**src/rtl/alu_nibble_sequencer.sv**
```systemverilog
// Nibble-serial ALU sequencer: runs WIDTH-bit operations through a single
// 4-bit ALU, one nibble per cycle, LSB first, with the carry chained between
// nibbles. Command and result both use valid/ready handshakes.
//
// alu_4bit opcodes (the carry is chained for every opcode):
//   2'b00 ADD : {cout,res} = a + b + cin
//   2'b01 SUB : {cout,res} = a + ~b + cin   (cin = 1 gives a - b)
//   2'b10 AND : res = a & b, cout = cin     (carry passes through)
//   2'b11 XOR : res = a ^ b, cout = cin     (carry passes through)

module alu_4bit (
  input  logic [3:0] a_i,
  input  logic [3:0] b_i,
  input  logic [1:0] op_i,
  input  logic       cin_i,
  output logic [3:0] res_o,
  output logic       cout_o
);

  logic [4:0] sum;

  // Combinational 4-bit ALU slice.
  always_comb begin
    sum    = '0;
    res_o  = '0;
    cout_o = 1'b0;
    unique case (op_i)
      2'b00: begin
        sum    = {1'b0, a_i} + {1'b0, b_i} + {4'b0000, cin_i};
        res_o  = sum[3:0];
        cout_o = sum[4];
      end
      2'b01: begin
        sum    = {1'b0, a_i} + {1'b0, ~b_i} + {4'b0000, cin_i};
        res_o  = sum[3:0];
        cout_o = sum[4];
      end
      2'b10: begin
        res_o  = a_i & b_i;
        cout_o = cin_i;
      end
      default: begin
        res_o  = a_i ^ b_i;
        cout_o = cin_i;
      end
    endcase
  end

endmodule

module alu_nibble_sequencer #(
  parameter int unsigned WIDTH = 16
) (
  input  logic             clk,
  input  logic             rst,
  input  logic             start_valid,
  output logic             start_ready,
  input  logic [WIDTH-1:0] op_a,
  input  logic [WIDTH-1:0] op_b,
  input  logic [1:0]       opcode,
  input  logic             cin,
  output logic             res_valid,
  input  logic             res_ready,
  output logic [WIDTH-1:0] result,
  output logic             cout,
  output logic             zero,
  output logic             busy
);

  localparam int unsigned NIB = WIDTH / 4;
  localparam int unsigned CW  = (NIB > 1) ? $clog2(NIB) : 1;

  typedef enum logic [1:0] {
    S_IDLE = 2'd0,
    S_RUN  = 2'd1,
    S_DONE = 2'd2
  } state_t;

  state_t           state_q, state_d;
  logic [WIDTH-1:0] a_sh_q, b_sh_q, res_sh_q, res_sh_d;
  logic [1:0]       opcode_q;
  logic             carry_q;
  logic [CW-1:0]    nib_cnt_q;
  logic [WIDTH-1:0] result_q;
  logic             cout_q;
  logic             zero_q;
  logic [3:0]       alu_res;
  logic             alu_cout;
  logic             last_nib;

  alu_4bit u_alu (
    .a_i    (a_sh_q[3:0]),
    .b_i    (b_sh_q[3:0]),
    .op_i   (opcode_q),
    .cin_i  (carry_q),
    .res_o  (alu_res),
    .cout_o (alu_cout)
  );

  // Shift-and-insert written with shifts so it stays legal when WIDTH == 4.
  assign res_sh_d = (res_sh_q >> 4) | (WIDTH'(alu_res) << (WIDTH - 4));
  assign last_nib = (nib_cnt_q == CW'(NIB - 1));

  // State register.
  always_ff @(posedge clk) begin
    if (rst) state_q <= S_IDLE;
    else     state_q <= state_d;
  end

  // Next-state logic.
  always_comb begin
    state_d = state_q;
    unique case (state_q)
      S_IDLE:  if (start_valid) state_d = S_RUN;
      S_RUN:   if (last_nib)    state_d = S_DONE;
      S_DONE:  if (res_ready)   state_d = S_IDLE;
      default: state_d = S_IDLE;
    endcase
  end

  // Operand capture, nibble stepping and delivered-result registers.
  // The delivered result is captured on the final RUN edge so it holds
  // through IDLE and the next RUN until a new result replaces it.
  always_ff @(posedge clk) begin
    if (rst) begin
      a_sh_q    <= '0;
      b_sh_q    <= '0;
      res_sh_q  <= '0;
      opcode_q  <= '0;
      carry_q   <= 1'b0;
      nib_cnt_q <= '0;
      result_q  <= '0;
      cout_q    <= 1'b0;
      zero_q    <= 1'b0;
    end else begin
      unique case (state_q)
        S_IDLE: begin
          if (start_valid) begin
            a_sh_q    <= op_a;
            b_sh_q    <= op_b;
            opcode_q  <= opcode;
            carry_q   <= cin;
            nib_cnt_q <= '0;
            res_sh_q  <= '0;
          end
        end
        S_RUN: begin
          a_sh_q    <= a_sh_q >> 4;
          b_sh_q    <= b_sh_q >> 4;
          res_sh_q  <= res_sh_d;
          carry_q   <= alu_cout;
          nib_cnt_q <= nib_cnt_q + CW'(1);
          if (last_nib) begin
            result_q <= res_sh_d;
            cout_q   <= alu_cout;
            zero_q   <= (res_sh_d == '0);
          end
        end
        default: ;
      endcase
    end
  end

  assign start_ready = (state_q == S_IDLE);
  assign res_valid   = (state_q == S_DONE);
  assign busy        = (state_q != S_IDLE);
  assign result      = result_q;
  assign cout        = cout_q;
  assign zero        = zero_q;

endmodule

```
**config.mk**
```make
export PLATFORM = sky130hd
export DESIGN_NAME = alu_nibble_sequencer
export DESIGN_NICKNAME = d
export VERILOG_FILES = /design/src/rtl/alu_nibble_sequencer.sv
export SDC_FILE = /design/constraint.sdc
export NUM_CORES = 1
export LEC_CHECK = 0
export CAP_MARGIN = 20
export CELL_PAD_IN_SITES_DETAIL_PLACEMENT = 2
export CELL_PAD_IN_SITES_GLOBAL_PLACEMENT = 2
export CORE_MARGIN = 10
export CORE_UTILIZATION = 36
export DETAILED_ROUTE_END_ITERATION = 16
export DONT_BUFFER_PORTS = 1
export PLACE_DENSITY = 0.87
export SLEW_MARGIN = 10
export SYNTH_ARGS = -nofsm -noshare
export SYNTH_HDL_FRONTEND = slang
export SYNTH_SLANG_ARGS = --single-unit
```
**constraint.sdc**
```tcl
create_clock -name clk -period 3 [get_ports clk]
set_input_delay 0.3 -clock clk [delete_from_list [all_inputs] [get_ports clk]]
set_output_delay 0.3 -clock clk [all_outputs]
set_load 0.01 [all_outputs]
```
==> flow_metrics.env <==
export IMPL_num_antenna_cells=0
export IMPL_start_util=0.3669
export IMPL_finClkSkew_ns=0.01345
export IMPL_grt_overflow_total=0
export IMPL_postRouteAntennaNets=0
export IMPL_fin_crit_sh=0.8932
export IMPL_core_area_um2=8678
export IMPL_rsz0062_at_grt="no"
export IMPL_yosysTopAreaCell="dfxtp_1"
export IMPL_grt_usage=0.1547
export IMPL_worst_pin_slew_ns=0.7157
export IMPL_min_path_type="input port to flop"
export IMPL_arrival_ns=2.97
export IMPL_power_total_mw=2.279
export IMPL_area_growth_pct=8.409
export IMPL_drt_drc_violations_left=0
export IMPL_post_cts_buffers=0
export IMPL_slew_viol_final=0
export IMPL_yosysWarnings=0
export IMPL_wire_per_inst_um=20.36
export IMPL_wl_met1_um=4238
export IMPL_final_nets=436
export IMPL_drive_gt1_frac=0.07455
export IMPL_die_x_um=114.1
export IMPL_synthCells=398
export IMPL_startpoint_type="flop"
export IMPL_cp_startpoint="a_sh_q[0]"
export IMPL_leakagePower_nw=1.264
export IMPL_dpl_hpwl_um=6395
export IMPL_r2r_start="a_sh_q[0]"
export IMPL_yosysSeqAreaShare=0.4338
export IMPL_min_period_ns=2.680
export IMPL_ff2ff_path_depth=7
export IMPL_avgSynthCellArea_um2=8.001
export IMPL_setup_tns_ns=0
export IMPL_peakVddDrop_v=0.0003181
export IMPL_wl_um=10120
export IMPL_multi_input_area_um2=1573
export IMPL_cp_required_ns=3.29
export IMPL_num_io_pins=60
export IMPL_htreeDepth=3
export IMPL_status="finished, final reports clean"
export IMPL_vias=2755
export IMPL_numClockSinks=69
export IMPL_ys_types=39
export IMPL_synth_top_cell_area_share=0.4338
export IMPL_crit_end="zero"
export IMPL_relSlewSlack=0.5229
export IMPL_r2r_setup_slack_ns=0.32
export IMPL_ys_ff_latch=69
export IMPL_path_class="flop to flop"
export IMPL_seqCellArea_um2=1381
export IMPL_worstSetupEndpointType="flop"
export IMPL_final_util=0.3978
export IMPL_vias_per_cell=5.543
export IMPL_cp_max_fo=4
export IMPL_ys_top_cells_by_area="dfxtp_1, nand2_1, a21oi_1, a311oi_1, ha_1"
export IMPL_drv_cap=0
export IMPL_rows=34
export IMPL_dr_pass1_iters=4
export IMPL_wl_met2_um=5042
export IMPL_die_area_um2=13010
export IMPL_r2r_end="zero"
export IMPL_highest_layer="met4"
export IMPL_cts_made_buffers=9
export IMPL_syn_area_um2=3184
export IMPL_clk_path_buf_depth=2
export IMPL_cts_root_buf="clkbuf_8"
export IMPL_io_buffers=0
export IMPL_route_met3_wl_um=666
export IMPL_fp_dieH_um=114.1
export IMPL_powerDensity_nw_per_um2=660.2
export IMPL_first_global_vias=3022
export IMPL_antenna_found_initial=0
export IMPL_nFillCells=987
export IMPL_setup_violations=0
export IMPL_drtIter0Drc=147
export IMPL_clk_insertion_delay_late_ns=0.35
export IMPL_hold_violations=0
export IMPL_cts_tree="yes"
export IMPL_fmax_mhz=373.2
export IMPL_ctsResizeCount=0
export IMPL_gp_congestion=0.7828
export IMPL_clk_pin_slew_ns=0.09
export IMPL_grt_first_pass_wirelength_um=16300
export IMPL_grt_max_degree=62
export IMPL_syn_nets=450
-- cell families (layout without fill, tap and decap cells) --
logic type               after synthesis  after routing  share of synthesized area
AND/OR/NAND/NOR                      178            178                     0.2377
AO/OA/AOI/OAI                         88             88                     0.1823
flip-flops                            69             69                     0.4338
buffers and inverters                 47             38                    0.07308
adder cells (fa/ha/maj)               13             13                    0.06051
XOR/XNOR                               2              2                   0.005502
multiplexers                           1              1                   0.007072
-- what timing repair did --
action                                  CTS  global route
endpoints found under the setup margin    0             0
hold buffers                              1             1
hold endpoints to repair                  8             3
-- worst min-delay path by stage --
stage	end	start	slack, ns	cells after the start
floorplan	opcode_q[1]	opcode[1]	0.44	2
global placement	result[7]	rst	0.38	1
detailed placement	result[7]	rst	0.38	1
CTS	result[1]	rst	0.0009	1
global route	result[6]	rst	0.003	1
finish	res_sh_q[6]	rst	0.01	1
-- area by class of cell --
type                    instances  share of cell area
clock buffers                   9             0.03588
well taps                     108             0.03914
repair buffers                  8             0.01885
inverters                      14             0.01522
multi-input cells             282              0.4556
clock inverters                 7             0.03516
flip-flops and latches         69              0.4001
-- critical path, cell delays in order (launching register included) --
cell and delay [ns]:
dfxtp_1 0.44, inv_1 0.13, fa_1 0.49, fa_1 0.52, inv_1 0.04, mux4_2 0.49
nor4_1 0.34, a32o_1 0.17
-- report_power, final --
group	internal (mW)	switching (mW)
registers	0.966	0.0474
logic	0.113	0.198
clock network	0.557	0.397
total	1.64	0.643
-- layout by cell type (no fill, tap or decap), types with 2 or more instances in the layout --
master and n:
a21oi_1 46, ha_1 9, nor2_1 29, nand3b_1 2
a21o_1 2, o21ai_0 5, clkinv_4 2, dfxtp_1 69
nand3_1 21, nor4_1 4, nand2_1 105, a311oi_1 24
nand4_1 2, nand2b_1 3, nor2b_1 2, nor3_1 4
fa_1 4, o21bai_1 2, buf_4 6, and2_1 2
dlygate4sd3_1 2, clkbuf_8 9, bufinv_16 3, a211oi_1 2
inv_1 13
-- per-stage QoR --
stage	hold slack [ns]	instance area [um2]	instances	setup slack, ns
floorplan	0.4360	3184	398	0.6823
global placement	0.3772	3187	479	0.6158
detailed placement	0.3780	3187	479	0.4798
CTS	0.0008802	3442	496	0.3288
global route	0.003036	3452	497	0.1308
finish	0.01391	3452	497	0.3204
-- metal layers --
metal	track usage	vias up
met5	0	-
met4	0.05430	0
met3	0.05346	15
met2	0.2608	64
met1	0.1775	1350
li1	-	1326
-- synth_stat cells, drive strengths merged --
master	count
fa	4
a222oi	1
dfxtp	69
nor2b	2
a21o	2
a32o	1
o311ai	1
a21oi	46
clkbuf	15
ha	9
a211oi	2
nand3b	2
inv	14
and2	2
nand2	105
mux4	1
o31ai	1
xnor2	1
o21ai	6
nand4	2
nor2	30
buf	18
a221oi	1
a311oi	24
xor2	1
nor3b	2
o21bai	2
nor4	4
nor3	4
nand3	21
a31oi	1
nand2b	4
-- sequential cells by signal (all words and copies together) (netlist names) --
signal,count
a_sh_q,16
b_sh_q,16
result,16
res_sh_q,12
nib_cnt_q,2
opcode_q,2
state_q,2
carry_q,1
cout,1
zero,1
Power figures use the tool's default switching activity.
